### config.mk
export PLATFORM = sky130hd
export DESIGN_NAME = frac_clock_divider
export DESIGN_NICKNAME = d
export VERILOG_FILES = /design/src/rtl/frac_clock_divider.sv
export SDC_FILE = /design/constraint.sdc
export NUM_CORES = 1
export LEC_CHECK = 0
export ABC_AREA = 1
export CAP_MARGIN = 25
export CORE_MARGIN = 10
export CORE_UTILIZATION = 45
export CTS_BUF_LIST = sky130_fd_sc_hd__clkbuf_4
export DETAILED_ROUTE_END_ITERATION = 7
export MAX_ROUTING_LAYER = met4
export PLACE_DENSITY = 0.68
export SETUP_SLACK_MARGIN = 0.4
export SLEW_MARGIN = 20
export SYNTH_ARGS = -nofsm -noshare
export SYNTH_HDL_FRONTEND = slang
export SYNTH_SLANG_ARGS = --single-unit
### constraint.sdc
create_clock -name clock -period 5.7 [get_ports clock]
set_input_delay 0.57 -clock clock [delete_from_list [all_inputs] [get_ports clock]]
set_output_delay 0.57 -clock clock [all_outputs]
set_load 0.01 [all_outputs]
### src/rtl/frac_clock_divider.sv
// Multi-channel fractional clock-enable generator: each channel emits a one-cycle
// tick at an average period of INT + FRAC/2^FRAC_W clock cycles.
module frac_clock_divider #(
  parameter int CHANNELS = 4,
  parameter int INT_W    = 16,
  parameter int FRAC_W   = 8
) (
  input  logic                               clock,
  input  logic                               reset_n,
  input  logic [CHANNELS*(INT_W+FRAC_W)-1:0] divisor,
  input  logic [CHANNELS-1:0]                enable,
  input  logic [CHANNELS-1:0]                restart,
  output logic [CHANNELS-1:0]                tick
);

  localparam int DIV_W = INT_W + FRAC_W;
  localparam logic [INT_W-1:0] CNT_ONE = INT_W'(1);

  for (genvar g = 0; g < CHANNELS; g++) begin : gen_ch
    logic [DIV_W-1:0]  div_in;
    logic [DIV_W-1:0]  div_q;
    logic [INT_W-1:0]  int_q;
    logic [FRAC_W-1:0] frac_q;
    logic [INT_W-1:0]  cnt;
    logic [FRAC_W-1:0] acc;
    logic [FRAC_W:0]   sum;
    logic              do_restart;
    logic              tick_q;

    assign div_in     = divisor[g*DIV_W +: DIV_W];
    assign int_q      = div_q[DIV_W-1 -: INT_W];
    assign frac_q     = div_q[FRAC_W-1:0];
    assign sum        = {1'b0, acc} + {1'b0, frac_q};
    assign do_restart = restart[g] || (div_in != div_q);

    // A carry out of the accumulator stretches this interval by one cycle,
    // so the reload is INT when carrying and INT-1 otherwise (never overflows).
    always_ff @(posedge clock or negedge reset_n) begin
      if (!reset_n) begin
        div_q  <= '0;
        cnt    <= '0;
        acc    <= '0;
        tick_q <= 1'b0;
      end else if (do_restart) begin
        div_q  <= div_in;
        cnt    <= '0;
        acc    <= '0;
        tick_q <= 1'b0;
      end else if (!enable[g]) begin
        tick_q <= 1'b0;
      end else if (int_q == '0) begin
        tick_q <= 1'b1;
      end else if (cnt == '0) begin
        tick_q <= 1'b1;
        acc    <= sum[FRAC_W-1:0];
        cnt    <= sum[FRAC_W] ? int_q : (int_q - CNT_ONE);
      end else begin
        tick_q <= 1'b0;
        cnt    <= cnt - CNT_ONE;
      end
    end

    assign tick[g] = tick_q;
  end

endmodule

==> reports/metrics.csv, run 1 <==
stage;metric;value;unit
logic_synthesis;FF+latch count, synth;196;
clock_tree;setup bufs post-CTS;0;
power_and_ir_drop;Gate power share;12.8;%
sta;worst setup margin;2.971;ns
run_status;run status;finished with violations;
logic_synthesis;syn nets;2204;
sta;Final Hold Viols;10;
final_layout;final cell utilization of the core;50.59;%
logic_synthesis;largest family of logic cells by synthesized area;simple AND/OR/NAND/NOR gates;
sta;Slew Limit Headroom;39.60;%
run_status;failing checks;hold timing;
route;DRC Markers;0;
logic_synthesis;area of the mapped netlist;0.01375;mm²
grt;met1 usage;23.44;%
final_layout;FILL cells;3013;
floorplan;DIE WIDTH;194.8;µm
sta;Final Skew;0.01944;ns
route;1st-pass router iterations;6;
clock_tree;Clock Latency Late Sink;0.66;ns
clock_tree;clock sinks;196;
route;Iter 0 DRT Violations;732;
route;WL/cell;13.74;µm
power_and_ir_drop;Max VDD drop;177.0;µV
critical_path;worst-path fanout max;11;
clock_tree;PostCTS Resize Cnt;0;
critical_path;element type at the critical path start;flip-flop;
floorplan;I/O Pins;110;
logic_synthesis;post-synthesis mux area share;0;%
clock_tree;clock buffer depth;2;
sta;Peak Freq;0.3664;GHz
sta;post-route minimum period;2.729;ns
logic_synthesis;post-synthesis adder-cell area fraction;4.586;%
floorplan;effective utilization at floorplan;46.03;%
grt;antenna violations before repair;2;
grt;Remaining Overflow, GRT;0;
critical_path;CP endpoint kind;flip-flop;
final_layout;# nets final;2216;
critical_path;CP Class;reg -> reg;
floorplan;Placeable Area;0.02987;mm²
power_and_ir_drop;Int Power;1.872;mW
clock_tree;CTS clock-pin slew for the worst setup and hold paths;0.16;ns
logic_synthesis;xor/xnor cell area share of the yosys netlist;4.076;%
power_and_ir_drop;Switching Fraction;28.38;%
grt;GR Layer Usage met3;2.805;%
logic_synthesis;Synth top area share;35.67;%
sta;final cycle utilization of the critical path;47.88;%
final_layout;layout cells sized above 1;6.072;%
floorplan;FP Rows;63;
floorplan;die area;0.03795;mm²
route;vias;12420;
grt;met2 GRT Util;30.02;%
logic_synthesis;top cell type by total area after synthesis;dfrtp_1;
critical_path;crit path DAT;3.28;ns
clock_tree;CTS root buffer;clkbuf_4;
power_and_ir_drop;Sw Pwr;0.7415;mW
power_and_ir_drop;Pwr Density;172.9;mW/mm²
critical_path;Worst EP required;6.25;ns
clock_tree;H-tree levels;4;
sta;Tightest Pin Transition;0.9060;ns
hold_path;HP Class;in -> async;
logic_synthesis;Simple-Gate Fraction of Synth Area;36.45;%
logic_synthesis;sequential fraction of the synthesis area;35.67;%
logic_synthesis;post-synthesis cell count;2050;
power_and_ir_drop;Reg power frac;56.0;%
final_layout;most common cell after layout, fill and taps aside;nand2_1;
place;Placed Cells;2433;
final_layout;number of cells in the finished layout apart from fillers;2467;
power_and_ir_drop;leakage;8.092;nW
job;Max Cap Viol;0;
place;GP Congestion;0.8981;
place;dpl ws;2.584;ns
logic_synthesis;post-synthesis compound-gate area fraction;7.297;%
grt;largest net degree at the start of global routing;107;
clock_tree;Post-CTS Hold Fix Bufs;0;
place;IO buf count;109;
sta;endpoints failing setup;0;
final_layout;Syn-to-layout area delta;9.908;%
grt;number of global-route vias before repair;12160;
route;Post-Route WL;33.89;mm
final_layout;commonest non-fill, non-tap cells in the layout;nand2_1, inv_1, nor2_1;
clock_tree;total CTS buffers;17;
logic_synthesis;YS warnings;0;
logic_synthesis;syn avg cell area;6.708;µm²
sta;Hold WS;-0.02531;ns
logic_synthesis;Yosys cell types;48;
sta;max-slew violation count;0;
route;Detail Route Antenna Nets;0;
logic_synthesis;synth top area cells;dfrtp_1, nand2_1, nand3_1, inv_1, nor2_1;
floorplan;Die Y;194.8;µm
grt;GR Util All Layers;18.40;%
clock_tree;CTS tree;built;
route;via/cell ratio;5.034;
grt;global-route wire length before repair;57.79;mm
place;DP HPWL;26.20;mm
grt;busiest grt layer;met2;
sta;RSZ-0062 raised after global routing;false;
power_and_ir_drop;clock power share;31.2;%
sta;setup TNS;0;ns
[worst max-delay path: stages, from the launching register on]
cell,delay (ns)
dfrtp_1,0.43
ha_1,0.38
nand2_1,0.11
a21oi_1,0.07
nor2_1,0.57
nand2_1,0.34
nor2_1,0.32
nand2_1,0.10
nand2_1,0.07
nand3_1,0.08
nand2_1,0.10
nand2_1,0.05
[power groups by stage]
stage | Combinational, mW | Sequential (mW) | Clock (mW)
2_1_floorplan | 0.193 | 1.48 | 0
3_3_place_gp | 0.330 | 1.49 | 0
3_5_place_dp | 0.337 | 1.49 | 0
4_1_cts | 0.339 | 1.46 | 0.850
5_1_grt | 0.384 | 1.47 | 0.905
6_report | 0.334 | 1.46 | 0.815
[synthesized netlist by cell type, drive strengths merged]
master,number
nor2,237
nand4,47
inv,292
ha,44
nand2,598
o22ai,2
o211a,1
and2b,1
nand3b,3
a31oi,4
nor3b,1
nor3,33
o31ai,1
or2,12
a211oi,2
o21bai,2
nand3,215
clkinv,3
o211ai,5
xnor2,33
o21a,3
a21oi,44
o21ai,111
dfrtp,196
xor2,31
fa,4
nor4,2
buf,21
a21o,5
clkbuf,97
[final timing paths]
check / endpoint / cells past startpoint / slack, ns / start
worst max-delay path: gen_ch[3].cnt[13] / 11 / 2.97 / gen_ch[3].div_q[5]
worst min-delay path: gen_ch[1].tick_q / 1 / -0.03 / reset_n
worst max register to register: gen_ch[3].cnt[13] / 11 / 2.97 / gen_ch[3].div_q[5]
worst min register to register: gen_ch[1].acc[0] / 2 / 0.49 / gen_ch[1].acc[0]
max in group asynchronous: gen_ch[3].div_q[1] / 2 / 4.41 / reset_n
min in group clock: gen_ch[3].div_q[5] / 1 / 0.37 / divisor[77]
[cell type report]
| type | count | area [µm²] | area share [%] |
|---|---|---|---|
| Multi-Input combinational cell | 1441 | 7207 | 47.68 |
| Sequential cell | 196 | 4905 | 32.45 |
| Timing Repair Buffer | 111 | 1110 | 7.343 |
| Inverter | 295 | 1110 | 7.343 |
| Tap cell | 390 | 488.0 | 3.228 |
| Clock inverter | 15 | 162.7 | 1.076 |
| Clock buffer | 17 | 127.6 | 0.8444 |
| Antenna cell | 2 | 5.005 | 0.03311 |
[sequential cells by signal, summed over array words and instances, names as in the netlist]
| name | flops |
|---|---|
| gen_ch.tick_q | 4 |
| gen_ch.acc | 32 |
| gen_ch.cnt | 64 |
| gen_ch.div_q | 96 |
[cell families (layout without fill, tap and decap cells)]
logic type / Yosys count / after routing
flip-flops: 196 / 196
AND/OR/NAND/NOR: 1149 / 1149
buffers and inverters: 413 / 438
AO/OA/AOI/OAI: 180 / 180
other: 0 / 2
adder cells (fa/ha/maj): 48 / 48
XOR/XNOR: 64 / 64
[per-stage QoR]
| stage | hold WS (ns) | cell area, µm² | power [mW] |
|---|---|---|---|
| global placement | 0.4585 | 14820 | 1.820 |
| global route | 0.01169 | 15110 | 2.760 |
| detailed placement | 0.4676 | 14820 | 1.827 |
| floorplan | 0.2744 | 13750 | 1.673 |
| CTS | 0.003788 | 15110 | 2.653 |
| finish | -0.02531 | 15110 | 2.613 |
[metal layers]
| metal | wire length, µm | vias up |
|---|---|---|
| li1 | - | 6438 |
| met1 | 16450 | 5742 |
| met2 | 16070 | 211 |
| met3 | 932 | 27 |
| met4 | 437 | 0 |
| met5 | 0 | - |
No activity file was read; power rests on OpenSTA's default activity.
==> run 2, diff against run 1 <==
==> constraint.sdc (replaced) <==
create_clock -name clock -period 2.8 [get_ports clock]
set_input_delay 0.28 -clock clock [delete_from_list [all_inputs] [get_ports clock]]
set_output_delay 0.28 -clock clock [all_outputs]
set_load 0.01 [all_outputs]
==> reports/metrics.csv, run 2 (synthesis results as in run 1) <==
stage;metric;value;unit;change
route;WL/cell;13.51;µm;-1.6%
final_layout;largest registers;gen_ch.div_q: 96 flops, gen_ch.cnt: 64 flops, gen_ch.acc: 32 flops;;
final_layout;# nets final;2228;;+0.54%
clock_tree;setup bufs post-CTS;0;;unchanged
sta;Final Skew;0.01856;ns;-0.0008805 ns
critical_path;CP Class;reg -> reg;;
floorplan;DIE WIDTH;194.8;µm;unchanged
floorplan;effective utilization at floorplan;46.03;%;unchanged
final_layout;commonest non-fill, non-tap cells in the layout;nand2_1, inv_1, nor2_1, nand3_1, dfrtp_1;;
route;vias;12330;;-0.68%
sta;RSZ-0062 raised after global routing;false;;
sta;Final Hold Viols;0;;-10
run_status;run status;completed;;
hold_path;HP Class;in -> reg;;
clock_tree;CTS root buffer;clkbuf_4;;
power_and_ir_drop;Pwr Total;5.417;mW;+110%
sta;max-slew violation count;0;;unchanged
grt;largest net degree at the start of global routing;78;;-27%
power_and_ir_drop;Max VDD drop;264.1;µV;+49%
final_layout;Largest register FFs;96;;unchanged
clock_tree;clock buffer depth;2;;unchanged
power_and_ir_drop;leakage;8.194;nW;+1.3%
critical_path;CP endpoint kind;flip-flop;;
final_layout;number of cells in the finished layout apart from fillers;2480;;+0.53%
critical_path;worst-path fanout max;11;;unchanged
sta;post-route minimum period;2.222;ns;-0.5075 ns
sta;Peak Freq;0.4501;GHz;+23%
grt;number of global-route vias before repair;11970;;-1.6%
floorplan;die area;0.03795;mm²;unchanged
final_layout;most common cell after layout, fill and taps aside;nand2_1;;
final_layout;Syn-to-layout area delta;11.45;%;
critical_path;element type at the critical path start;flip-flop;;
sta;Slew Limit Headroom;56.64;%;+17 points
grt;GR Util All Layers;18.14;%;-0.26 points
sta;Tightest Pin Transition;0.6504;ns;-0.2556 ns
place;IO buf count;109;;unchanged
floorplan;FP Rows;63;;unchanged
critical_path;crit path DAT;2.81;ns;-0.47 ns
clock_tree;total CTS buffers;17;;unchanged
clock_tree;CTS clock-pin slew for the worst setup and hold paths;0.17;ns;about the same
clock_tree;CTS tree;built;;
grt;global-route wire length before repair;57.00;mm;-1.4%
power_and_ir_drop;Pwr Density;353.5;mW/mm²;+100%
critical_path;Worst EP required;3.39;ns;-2.86 ns
route;via/cell ratio;4.973;;-1.2%
clock_tree;Clock Latency Late Sink;0.65;ns;about the same
place;DP HPWL;26.27;mm;+0.27%
floorplan;Die Y;194.8;µm;unchanged
sta;endpoints failing setup;0;;unchanged
clock_tree;clock sinks;196;;unchanged
grt;antenna violations before repair;2;;unchanged
final_layout;layout cells sized above 1;7.092;%;+1.0 points
place;Placed Cells;2444;;+0.45%
floorplan;I/O Pins;110;;unchanged
route;Iter 0 DRT Violations;656;;-10%
grt;Remaining Overflow, GRT;0;;unchanged
place;GP Congestion;0.9236;;+2.8%
final_layout;FILL cells;2936;;-2.6%
sta;final cycle utilization of the critical path;79.34;%;+31 points
route;1st-pass router iterations;6;;unchanged
clock_tree;H-tree levels;4;;unchanged
final_layout;final cell utilization of the core;51.30;%;+0.71 points
job;Max Cap Viol;0;;unchanged
route;Post-Route WL;33.52;mm;-1.1%
floorplan;Placeable Area;0.02987;mm²;unchanged
final_layout;Biggest register;gen_ch.div_q;;
route;DRC Markers;0;;unchanged
route;Detail Route Antenna Nets;0;;unchanged
sta;setup TNS;0;ns;unchanged
-- run 2: changes by cell type in the layout (fill, tap and decap cells not counted), sizes merged --
cell and delta:
clkbuf +1, clkinv -1, dlygate4sd3 +1, bufinv +1, diode +1, clkinvlp -1
buf +11
-- run 2: layout make-up --
| class | instances | area, µm² | area share, % |
|---|---|---|---|
| multi-input cells | 1441 | 7271 | 47.44 |
| diodes | 3 | 7.507 | 0.04898 |
| repair buffers | 123 | 1227 | 8.008 |
| inverters | 295 | 1110 | 7.241 |
| well taps | 390 | 488.0 | 3.184 |
| clock inverters | 14 | 183.9 | 1.200 |
| flip-flops and latches | 196 | 4905 | 32.00 |
| clock buffers | 18 | 135.1 | 0.8816 |
-- run 2: worst paths after layout --
kind	slack (ns)	startpoint	end	cells past startpoint
worst max register to register	0.58	gen_ch[3].div_q[0]	gen_ch[3].cnt[8]	10
worst max-delay path	0.58	gen_ch[3].div_q[0]	gen_ch[3].cnt[8]	10
max in group asynchronous	1.78	reset_n	gen_ch[2].div_q[9]	3
worst min register to register	0.50	gen_ch[3].acc[3]	gen_ch[3].acc[3]	2
worst min-delay path	0.1	divisor[82]	gen_ch[3].div_q[10]	1
min in group asynchronous	0.24	reset_n	gen_ch[3].div_q[6]	2
-- run 2: power by group --
group / total (mW) / internal [mW] / leakage [nW] / switching [mW]
Sequential: 2.98 / 2.90 / 2.52 / 0.0779
Combinational: 0.689 / 0.305 / 5.51 / 0.385
Clock: 1.75 / 0.715 / 0.168 / 1.03
Total: 5.42 / 3.92 / 8.19 / 1.50
-- run 2: per-stage QoR --
step / hold WS, ns / worst slack [ns] / cell area (µm²)
6_report: 0.09811 / 0.5784 / 15330
3_5_place_dp: 0.3686 / 0.3473 / 14930
2_1_floorplan: -0.01559 / 0.7965 / 13750
4_1_cts: 0.03698 / 0.4564 / 15260
3_3_place_gp: 0.3693 / 0.4275 / 14930
5_1_grt: 0.03410 / 0.4037 / 15330
-- run 2: per-layer routing --
layer | global-route usage, % | part of all wire [%]
met5 | - | 0
met1 | 23.42 | 48
met2 | 29.19 | 47
met4 | 4.649 | 1.3
met3 | 2.788 | 3.4
-- run 2: repair_timing --
item	in CTS	in global routing
endpoints found under the setup margin	7	44
endpoints found under the hold margin	74	0
resized for setup	3	14
hold buffers	1	0
-- run 2: worst max-delay path: stages, from the launching register on --
cell,delay (ns)
dfrtp_1,0.39
ha_1,0.17
inv_1,0.06
fa_1,0.42
o21ai_2,0.24
nand2_2,0.19
nand3_1,0.17
inv_1,0.11
a21oi_1,0.23
o21ai_1,0.12
nand2_1,0.07
==> run 3, diff against run 2 <==
--- a/config.mk
+++ b/config.mk
@@ -12,7 +12,7 @@
 export CTS_BUF_LIST = sky130_fd_sc_hd__clkbuf_4
 export DETAILED_ROUTE_END_ITERATION = 7
 export MAX_ROUTING_LAYER = met4
-export PLACE_DENSITY = 0.68
+export PLACE_DENSITY = 0.71
 export SETUP_SLACK_MARGIN = 0.4
 export SLEW_MARGIN = 20
 export SYNTH_ARGS = -nofsm -noshare
==> constraint.sdc (replaced) <==
create_clock -name clock -period 1.79 [get_ports clock]
set_input_delay 0.179 -clock clock [delete_from_list [all_inputs] [get_ports clock]]
set_output_delay 0.179 -clock clock [all_outputs]
set_load 0.01 [all_outputs]
==> reports/metrics.csv, run 3 (synthesis results as in run 1) <==
stage;metric;value;unit;change
critical_path;Worst Path Buf+Inv;0;;-2
critical_path;CP peak stage delay;0.44;ns;+0.02 ns
floorplan;Placeable Area;0.02987;mm²;unchanged
final_layout;Largest register FFs;96;;unchanged
clock_tree;H-tree levels;4;;unchanged
floorplan;FP Rows;63;;unchanged
power_and_ir_drop;Sw Pwr;2.787;mW;+86%
power_and_ir_drop;Pwr Density;442.8;mW/mm²;+25%
sta;worst setup margin;-0.2695;ns;-0.8479 ns
final_layout;commonest non-fill, non-tap cells in the layout;nand2_1, inv_1, dfrtp_1;;
clock_tree;total CTS buffers;17;;unchanged
critical_path;CP max stage cell;dfrtp_1;;
critical_path;stages on the worst setup path;12;;+2
critical_path;CP Class;reg -> reg;;
critical_path;critical path's top delay family;simple AND/OR/NAND/NOR gates;;
critical_path;worst-path fanout max;5;;-6
grt;largest net degree at the start of global routing;53;;-32%
clock_tree;Clock Latency Late Sink;0.69;ns;+0.04 ns
critical_path;element type at the critical path start;flip-flop;;
floorplan;DIE WIDTH;194.8;µm;unchanged
power_and_ir_drop;Max VDD drop;596.5;µV;+130%
route;1st-pass router iterations;6;;unchanged
route;DRC Markers;0;;unchanged
sta;Hold WS;0.02766;ns;-0.07045 ns
final_layout;Syn-to-layout area delta;46.16;%;
sta;max-slew violation count;0;;unchanged
route;vias;14610;;+18%
route;WL/cell;15.47;µm;+15%
sta;Slew Limit Headroom;68.03;%;+11 points
clock_tree;CTS clock-pin slew for the worst setup and hold paths;0.18;ns;about the same
route;Iter 0 DRT Violations;997;;+52%
critical_path;CP endpoint kind;flip-flop;;
final_layout;most common cell after layout, fill and taps aside;nand2_1;;
sta;Tightest Pin Transition;0.4759;ns;-0.1745 ns
sta;RSZ-0062 raised after global routing;true;;
route;Detail Route Antenna Nets;0;;unchanged
critical_path;register-to-register setup slack;-0.27;ns;-0.85 ns
sta;Final Skew;0.03373;ns;+0.01516 ns
floorplan;Die Y;194.8;µm;unchanged
floorplan;die area;0.03795;mm²;unchanged
grt;antenna violations before repair;3;;+1
route;Post-Route WL;43.31;mm;+29%
critical_path;worst reg2reg path depth;12;;+2
route;via/cell ratio;5.218;;+4.9%
critical_path;crit path DAT;2.65;ns;-0.16 ns
job;Max Cap Viol;0;;unchanged
sta;Final Hold Viols;0;;unchanged
run_status;failing checks;setup timing;;
critical_path;Cell Chain, Critical Path;ha_2 -> fa_2 -> nand3_4 -> nand3_4 -> nand3_4 -> nand2_8 -> nor2_4 -> nand2_1 -> nand2_1 -> nand3_2 -> nand2_1 -> nand2_1;;
power_and_ir_drop;Reg power frac;52.5;%;-2.5 points
run_status;run status;finished with violations;;
power_and_ir_drop;Gate power share;18.9;%;+6.2 points
grt;number of global-route vias before repair;14270;;+19%
sta;setup TNS;-9.220;ns;-9.220 ns
critical_path;Crit Reg-Reg Endpoint;gen_ch[0].cnt[13];;
grt;global-route wire length before repair;68.49;mm;+20%
power_and_ir_drop;leakage;10.16;nW;+24%
critical_path;Worst EP required;2.38;ns;-1.01 ns
critical_path;Setup crit start;gen_ch[0].acc[0];;
power_and_ir_drop;Switching Fraction;31.32;%;+3.7 points
power_and_ir_drop;Int Power;6.113;mW;+56%
place;IO buf count;109;;unchanged
clock_tree;clock buffer depth;2;;unchanged
hold_path;HP Class;in -> reg;;
grt;GR Util All Layers;21.81;%;+3.7 points
final_layout;# nets final;2548;;+14%
floorplan;I/O Pins;110;;unchanged
place;GP Congestion;0.9204;;-0.35%
floorplan;effective utilization at floorplan;46.03;%;unchanged
place;DP HPWL;29.04;mm;+11%
grt;Remaining Overflow, GRT;0;;unchanged
clock_tree;CTS tree;built;;
critical_path;critical path endpoint;gen_ch[0].cnt[13];;
final_layout;Biggest register;gen_ch.div_q;;
final_layout;layout cells sized above 1;30.05;%;+23 points
clock_tree;clock sinks;196;;unchanged
power_and_ir_drop;clock power share;28.6;%;-3.7 points
critical_path;most used cell, CP;nand2_1;;
final_layout;largest registers;gen_ch.div_q: 96 flops, gen_ch.cnt: 64 flops, gen_ch.acc: 32 flops;;
sta;post-route minimum period;2.060;ns;-0.1621 ns
sta;final cycle utilization of the critical path;115.1;%;+36 points
sta;endpoints failing setup;87;;+87
critical_path;RR Startpoint;gen_ch[0].acc[0];;
sta;Peak Freq;0.4855;GHz;+7.9%
clock_tree;CTS root buffer;clkbuf_4;;
run 3: cell count changes in the layout (fill, tap and decap cells not counted), sizes merged, moves of 3 or more:
cell | previous run | this run
buf | 13 | 244
bufinv | 4 | 1
clkdlybuf4s50 | 108 | 104
clkinv | 9 | 6
dlygate4sd3 | 1 | 91
inv | 294 | 299
run 3: area by class of cell:
cell class              instances  area (µm²)
diodes                          3       7.507
clock buffers                  17       127.6
clock inverters                14       142.6
fillers                      2297        9776
inverters                     295        1164
multi-input cells            1443        9100
flip-flops and latches        196        4915
well taps                     390       488.0
repair buffers                441        4155
run 3: power groups by stage:
stage	Combinational [mW]	Sequential [mW]	Clock [mW]
after global placement	1.24	4.74	0
final	1.68	4.68	2.54
after floorplan	0.656	4.72	0
after CTS	1.53	4.66	2.58
after detailed placement	1.27	4.74	0
after global routing	1.85	4.70	2.75
run 3: what timing repair did:
action / 4_1_cts / 5_1_grt
pin swaps: 161 / 126
endpoints found under the setup margin: 104 / 104
gates resized for setup: 229 / 212
gates cloned: 2 / 1
hold buffers: 91 / 0
hold endpoints to repair: 285 / 0
setup buffers: 38 / 42
run 3: how the worst min path moves through the flow:
stage	from	end	slack, ns	depth (start not counted)
floorplan	reset_n	gen_ch[0].acc[0]	-0.12	0
CTS	divisor[34]	gen_ch[1].div_q[10]	0.008	1
detailed placement	reset_n	gen_ch[3].acc[0]	0.14	1
finish	divisor[34]	gen_ch[1].div_q[10]	0.03	1
global placement	reset_n	gen_ch[3].acc[0]	0.13	1
global route	divisor[35]	gen_ch[1].div_q[11]	0.01	1
run 3: metrics by stage:
step | std cells | total power, mW | utilization, % | setup WS, ns | instance area, µm²
2_1_floorplan | 2050 | 5.374 | - | -0.01794 | 14220
3_3_place_gp | 2591 | 5.975 | 55.44 | -0.3065 | 16560
3_5_place_dp | 2591 | 6.008 | 55.44 | -0.3116 | 16560
5_1_grt | 2799 | 9.292 | 67.28 | -0.3304 | 20100
6_report | 2799 | 8.900 | 67.28 | -0.2695 | 20100
4_1_cts | 2753 | 8.781 | 63.23 | -0.2031 | 18890
run 3: routing by layer:
metal	global-route usage (%)	wire [µm]	part of all wire [%]	vias up
met2	37.72	22370	52	403
li1	-	-	-	7130
met4	5.410	753	1.7	0
met1	26.15	18290	42	7007
met5	-	0	0	-
met3	3.166	1901	4.4	65
